--- src/rtl/dal_pkg.sv ---
// Shared definitions for the DAL compute pipeline: lane defaults, the per-beat
// mode encoding, and the 32->16 signed saturation helper.
package dal_pkg;

    localparam int LANES_DEF = 4;
    localparam int W_DEF     = 16;

    typedef enum logic {
        MODE_SCALE   = 1'b0,
        MODE_NORMPOS = 1'b1
    } mode_e;

    function automatic logic signed [15:0] sat16(input logic signed [31:0] value);
        logic signed [15:0] result;
        if (value > 32'sd32767) begin
            result = 16'sh7fff;
        end else if (value < -32'sd32768) begin
            result = 16'sh8000;
        end else begin
            result = value[15:0];
        end
        return result;
    endfunction

endpackage

--- src/rtl/dal_scale_lane.sv ---
// One lane of the Q8.8 scale path: signed multiply, round half toward +inf,
// then saturate back to 16 bits. Purely combinational.
module dal_scale_lane
    import dal_pkg::*;
(
    input  logic [W_DEF-1:0] operand,
    input  logic [W_DEF-1:0] scale,
    output logic [W_DEF-1:0] result
);

    logic signed [31:0] prod_s;
    logic signed [31:0] rnd_s;

    // Sign-extended operands keep the low 32 product bits exact for two's complement.
    always_comb begin
        prod_s = {{16{operand[15]}}, operand} * {{16{scale[15]}}, scale};
        rnd_s  = prod_s + 32'sd128;
        result = sat16(rnd_s >>> 8);
    end

endmodule

--- src/rtl/dal_pipe_stage2.sv ---
// DAL pipeline stage 2: builds the two tile operand vectors per beat (scale or
// position-based routing) and tracks position/segment for later stages.
module dal_pipe_stage2
    import dal_pkg::*;
#(
    parameter int LANES   = LANES_DEF,
    parameter int W       = W_DEF,
    parameter int POS_W   = 16,
    parameter int STAGE_W = 4
) (
    input  logic                 CLK_i,
    input  logic                 RST_i,
    input  logic                 stall_i,
    input  logic                 stage_boundary,
    input  logic [LANES*W-1:0]   operand_i,
    input  logic [W-1:0]         scale_i,
    input  logic                 mode,
    output logic [LANES*W-1:0]   operand1_o,
    output logic [LANES*W-1:0]   operand2_o,
    output logic [POS_W-1:0]     pos,
    output logic                 finished,
    output logic [STAGE_W-1:0]   stage
);

    localparam int CMP_W = (POS_W > W) ? POS_W : W;

    logic [LANES*W-1:0] scaled_s;
    logic [LANES*W-1:0] op1_nxt_s;
    logic [LANES*W-1:0] op2_nxt_s;
    logic [POS_W-1:0]   pos_cnt_nxt_s;
    logic [STAGE_W-1:0] seg_cnt_nxt_s;
    logic               below_thr_s;

    logic [POS_W-1:0]   pos_cnt_r;
    logic [STAGE_W-1:0] seg_cnt_r;
    logic [LANES*W-1:0] op1_r;
    logic [LANES*W-1:0] op2_r;
    logic [POS_W-1:0]   pos_r;
    logic               finished_r;
    logic [STAGE_W-1:0] stage_r;

    for (genvar k = 0; k < LANES; k++) begin : g_lane
        dal_scale_lane u_lane (
            .operand (operand_i[k*W +: W]),
            .scale   (scale_i),
            .result  (scaled_s[k*W +: W])
        );
    end

    // Operand selection for the beat being accepted.
    always_comb begin
        op1_nxt_s   = '0;
        op2_nxt_s   = '0;
        below_thr_s = (CMP_W'(pos_cnt_r) < CMP_W'(scale_i));
        case (mode_e'(mode))
            MODE_SCALE: begin
                op1_nxt_s = scaled_s;
                op2_nxt_s = operand_i;
            end
            MODE_NORMPOS: begin
                if (below_thr_s) begin
                    op1_nxt_s = operand_i;
                end else begin
                    op2_nxt_s = operand_i;
                end
            end
            default: begin
                op1_nxt_s = '0;
                op2_nxt_s = '0;
            end
        endcase
    end

    // Position/segment advance; position saturates so very long segments stay pinned at all-ones.
    always_comb begin
        pos_cnt_nxt_s = pos_cnt_r;
        seg_cnt_nxt_s = seg_cnt_r;
        if (stage_boundary) begin
            pos_cnt_nxt_s = '0;
            seg_cnt_nxt_s = seg_cnt_r + STAGE_W'(1);
        end else if (pos_cnt_r != {POS_W{1'b1}}) begin
            pos_cnt_nxt_s = pos_cnt_r + POS_W'(1);
        end else begin
            pos_cnt_nxt_s = pos_cnt_r;
        end
    end

    // Counters and output registers; everything holds while stalled.
    always_ff @(posedge CLK_i or negedge RST_i) begin
        if (!RST_i) begin
            pos_cnt_r  <= '0;
            seg_cnt_r  <= '0;
            op1_r      <= '0;
            op2_r      <= '0;
            pos_r      <= '0;
            finished_r <= 1'b0;
            stage_r    <= '0;
        end else if (!stall_i) begin
            pos_cnt_r  <= pos_cnt_nxt_s;
            seg_cnt_r  <= seg_cnt_nxt_s;
            op1_r      <= op1_nxt_s;
            op2_r      <= op2_nxt_s;
            pos_r      <= pos_cnt_r;
            finished_r <= stage_boundary;
            stage_r    <= seg_cnt_r;
        end
    end

    assign operand1_o = op1_r;
    assign operand2_o = op2_r;
    assign pos        = pos_r;
    assign finished   = finished_r;
    assign stage      = stage_r;

endmodule

--- config.mk ---
export PLATFORM = sky130hd
export DESIGN_NAME = dal_pipe_stage2
export DESIGN_NICKNAME = d
export VERILOG_FILES = /design/src/rtl/dal_pkg.sv /design/src/rtl/dal_scale_lane.sv /design/src/rtl/dal_pipe_stage2.sv
export SDC_FILE = /design/constraint.sdc
export NUM_CORES = 2
export LEC_CHECK = 0
export ABC_AREA = 1
export CORE_MARGIN = 2
export CORE_UTILIZATION = 43
export CTS_CLUSTER_SIZE = 16
export DETAILED_ROUTE_END_ITERATION = 16
export PLACE_DENSITY = 0.69
export SLEW_MARGIN = 10
export SYNTH_ARGS = -nofsm -noshare
export SYNTH_HDL_FRONTEND = slang
export SYNTH_SLANG_ARGS = --single-unit
--- constraint.sdc ---
create_clock -name CLK_i -period 6.65 [get_ports CLK_i]
set_clock_uncertainty 0.15 [all_clocks]
set_input_delay 0.9975 -clock CLK_i [delete_from_list [all_inputs] [get_ports CLK_i]]
set_output_delay 0.9975 -clock CLK_i [all_outputs]
set_load 0.01 [all_outputs]
==> flow_metrics.tcl <==
set metrics [dict create \
    critPathCaptureType "register" \
    postRouteAntennaNets 0 \
    placed_area_sq_um 59600 \
    synthFlopType "dfrtp_1" \
    clk_latency_ns 0.54 \
    ys_ff_latch 169 \
    fin_crit_ns 6.71 \
    drc 0 \
    crit_family "adder cells" \
    via_per_inst 5.04 \
    synth_edf_count 0 \
    drv_slew 0 \
    core_area_sq_um 116000 \
    port_buffers 233 \
    drtIter0Drc 3587 \
    crit_arrival_ns 6.98 \
    setup_viol 19 \
    yosysTopAreaCell "fa_1" \
    fin_crit_sh 1.01 \
    ctsHoldBuffers 0 \
    grt_max_degree 72 \
    die_w_um 345 \
    gp_congestion 0.923 \
    vias 45415 \
    synthesis.nets 8029 \
    cap_viol_max_count 0 \
    finalNonFillerCells 9014 \
    cts_made_buffers 17 \
    clk_pin_slew_ns 0.07 \
    dp_hpwl_mm 123 \
    fin_ws_ns -0.0571 \
    synthesis.area_sq_um 50100 \
    required_ns 6.93 \
    cts_tree "yes" \
    crit_slowest_cell "fa_1" \
    crit_buf_inv 10 \
    rows 125 \
    status "complete, but fails checks" \
    cts.sinks 169 \
    grt_setup_unrepaired "true" \
    max_stage_delay_ns 0.58 \
    finalHoldViolations 0 \
    track_usage 0.271 \
    htreeDepth 4 \
    grt_pass1_vias 47507 \
    root_buffer "clkbuf_16" \
    fmax_ghz 0.149 \
    drive_gt1_frac 0.246 \
    syn2layout_area_growth_pct 32.9 \
    rrSetupSlack_ns 3.40 \
    fin_nets 8932 \
    seq_area_frac_synth 0.0844 \
    crit_path_frequent_cell "nand2_1" \
    die-area_sq_um 119000 \
    grt_remaining_overflow 0 \
    synthArstFlopShare 1.00 \
    synth_area_per_cell_sq_um 7.62 \
    wl_mm 168 \
    cp-start-kind "primary input" \
    antenna_found_initial 9 \
    yosysWarnings 0 \
    synth_top_area_frac 0.419 \
    worstSetupPathType "in -> reg" \
    placedCellCount 8748 \
    pin_count 234 \
    final_area_sq_um 66500 \
    routedWlPerCell_um 18.7 \
    slew_headroom 0.275 \
    violations "setup timing" \
    hp-class "in -> async" \
    fp.dieH_um 345 \
    worst-slew-pin-transition_ns 1.09 \
    fill_cells 9852 \
    netlist_instances 6571 \
    grt_pass1_wl_mm 254 \
    cp_max_fo 8 \
    cts_max_path_buffers 2 \
    drt_first_pass_iters 6 \
    fin_tns_setup_ns -0.507 \
    multiInputGateArea_sq_um 40800 \
    synth_cell_types 53 \
    synth_area_leaders "fa_1 42%, inv_1 14%, nand2_1 14%" \
    start_util 0.432 \
    regArea_sq_um 4230 \
]
-- final cells by class --
| cell class | instances | area share |
|---|---|---|
| sequential | 169 | 0.0636 |
| antenna | 3 | 0.000113 |
| clock buffer | 18 | 0.00645 |
| timing repair inverter | 1 | 0.000113 |
| timing repair buffer | 1169 | 0.176 |
| multi-input combinational | 4188 | 0.613 |
| inverter | 1928 | 0.109 |
| clock inverter | 14 | 0.00275 |
| tap | 1524 | 0.0287 |
-- synth_stat cells (18+ instances only) --
| master | instances |
|---|---|
| o21bai_1 | 20 |
| nand2_1 | 1802 |
| nand4_1 | 20 |
| nand3_1 | 115 |
| nand2_2 | 30 |
| a21oi_1 | 142 |
| xnor2_1 | 56 |
| inv_1 | 1919 |
| xor2_1 | 56 |
| nor2_1 | 220 |
| clkbuf_1 | 222 |
| fa_1 | 1048 |
| buf_1 | 47 |
| ha_1 | 325 |
| o21ai_0 | 186 |
| or2_2 | 18 |
| nor3_1 | 27 |
| o21ai_1 | 18 |
| dfrtp_1 | 169 |
-- kinds of logic (layout without fill, tap and decap cells) --
group           count (synthesis)  in the layout  synth area share
fa+ha+maj                    1373           1373             0.500
compound gates                425            425            0.0468
xor+xnor                      114            114            0.0202
other cells                     0              3                 0
flops                         169            169            0.0844
simple gates                 2272           2276             0.181
buf+inv                      2218           3130             0.168
-- worst paths after layout --
kind,cells after the start,start,endpoint
worst min register to register,2,pos[8]$_DFFE_PN0N_,pos[8]$_DFFE_PN0N_
worst min-delay path,1,RST_i,pos[2]$_DFFE_PN0N_
min in group CLK_i,2,pos[8]$_DFFE_PN0N_,pos[8]$_DFFE_PN0N_
max in group asynchronous,2,RST_i,operand1_o[55]$_DFFE_PN0N_
worst max-delay path,30,operand_i[8],operand1_o[10]$_DFFE_PN0N_
worst max register to register,10,pos_cnt_r[13]$_DFFE_PN0P_,operand1_o[41]$_DFFE_PN0N_
-- sequential cells by signal, indices dropped and copies added (netlist names) --
register,count
pos_cnt_r,16
finished,1
pos,16
stage,4
operand1_o,64
seg_cnt_r,4
operand2_o,64
-- worst register-to-register path: stages, from the launching register on --
cell and delay [ns]:
dfrtp_1 0.41, ha_1 0.30, a21oi_1 0.17, nor2_1 0.05, a2111oi_0 0.64, nand2_4 0.11
inv_2 0.80, nand2_1 0.23, nand2_1 0.15, inv_1 0.07, a21oi_2 0.10
-- metal layers --
metal,vias to the layer above,share of wire,track usage
met5,-,0.00030,0
met4,8,0.051,0.109
met3,518,0.10,0.0622
met2,2027,0.47,0.454
met1,22420,0.37,0.340
li1,20442,-,-
-- repair_timing --
item / CTS / global route
resized for setup: 401 / 809
setup buffers: 99 / 88
cloned: 24 / 22
pin swaps: 195 / 406
setup endpoints to repair: 64 / 64
-- per-stage QoR --
step	hold slack, ns	worst slack [ns]	util
2_1_floorplan	0.339	-0.000293	-
5_1_grt	0.352	-0.265	0.574
6_report	0.328	-0.0571	0.574
3_3_place_gp	0.312	-1.02	0.514
3_5_place_dp	0.314	-1.05	0.514
4_1_cts	0.311	-0.0227	0.544
-- layout by cell type, fill, tap and decap left out, types with 49 or more instances in the layout --
| cell type | netlist | final |
|---|---|---|
| a21oi_1 | 142 | 69 |
| a21oi_2 | 6 | 69 |
| buf_12 | 0 | 101 |
| buf_4 | 5 | 727 |
| buf_6 | 6 | 70 |
| clkdlybuf4s50_1 | 0 | 154 |
| dfrtp_1 | 169 | 169 |
| fa_1 | 1048 | 988 |
| fa_2 | 0 | 60 |
| ha_1 | 325 | 239 |
| ha_4 | 0 | 81 |
| inv_1 | 1919 | 1797 |
| inv_2 | 4 | 114 |
| nand2_1 | 1802 | 1606 |
| nand2_2 | 30 | 181 |
| nand2_4 | 2 | 49 |
| nand3_1 | 115 | 91 |
| nor2_1 | 220 | 128 |
| nor2_2 | 4 | 61 |
| o21ai_0 | 186 | 148 |
| xnor2_1 | 56 | 55 |
| xor2_1 | 56 | 52 |
Power is left out: the tool's default activity adds up to more than one toggle a clock period on the data nets, which glitch-free logic cannot reach.
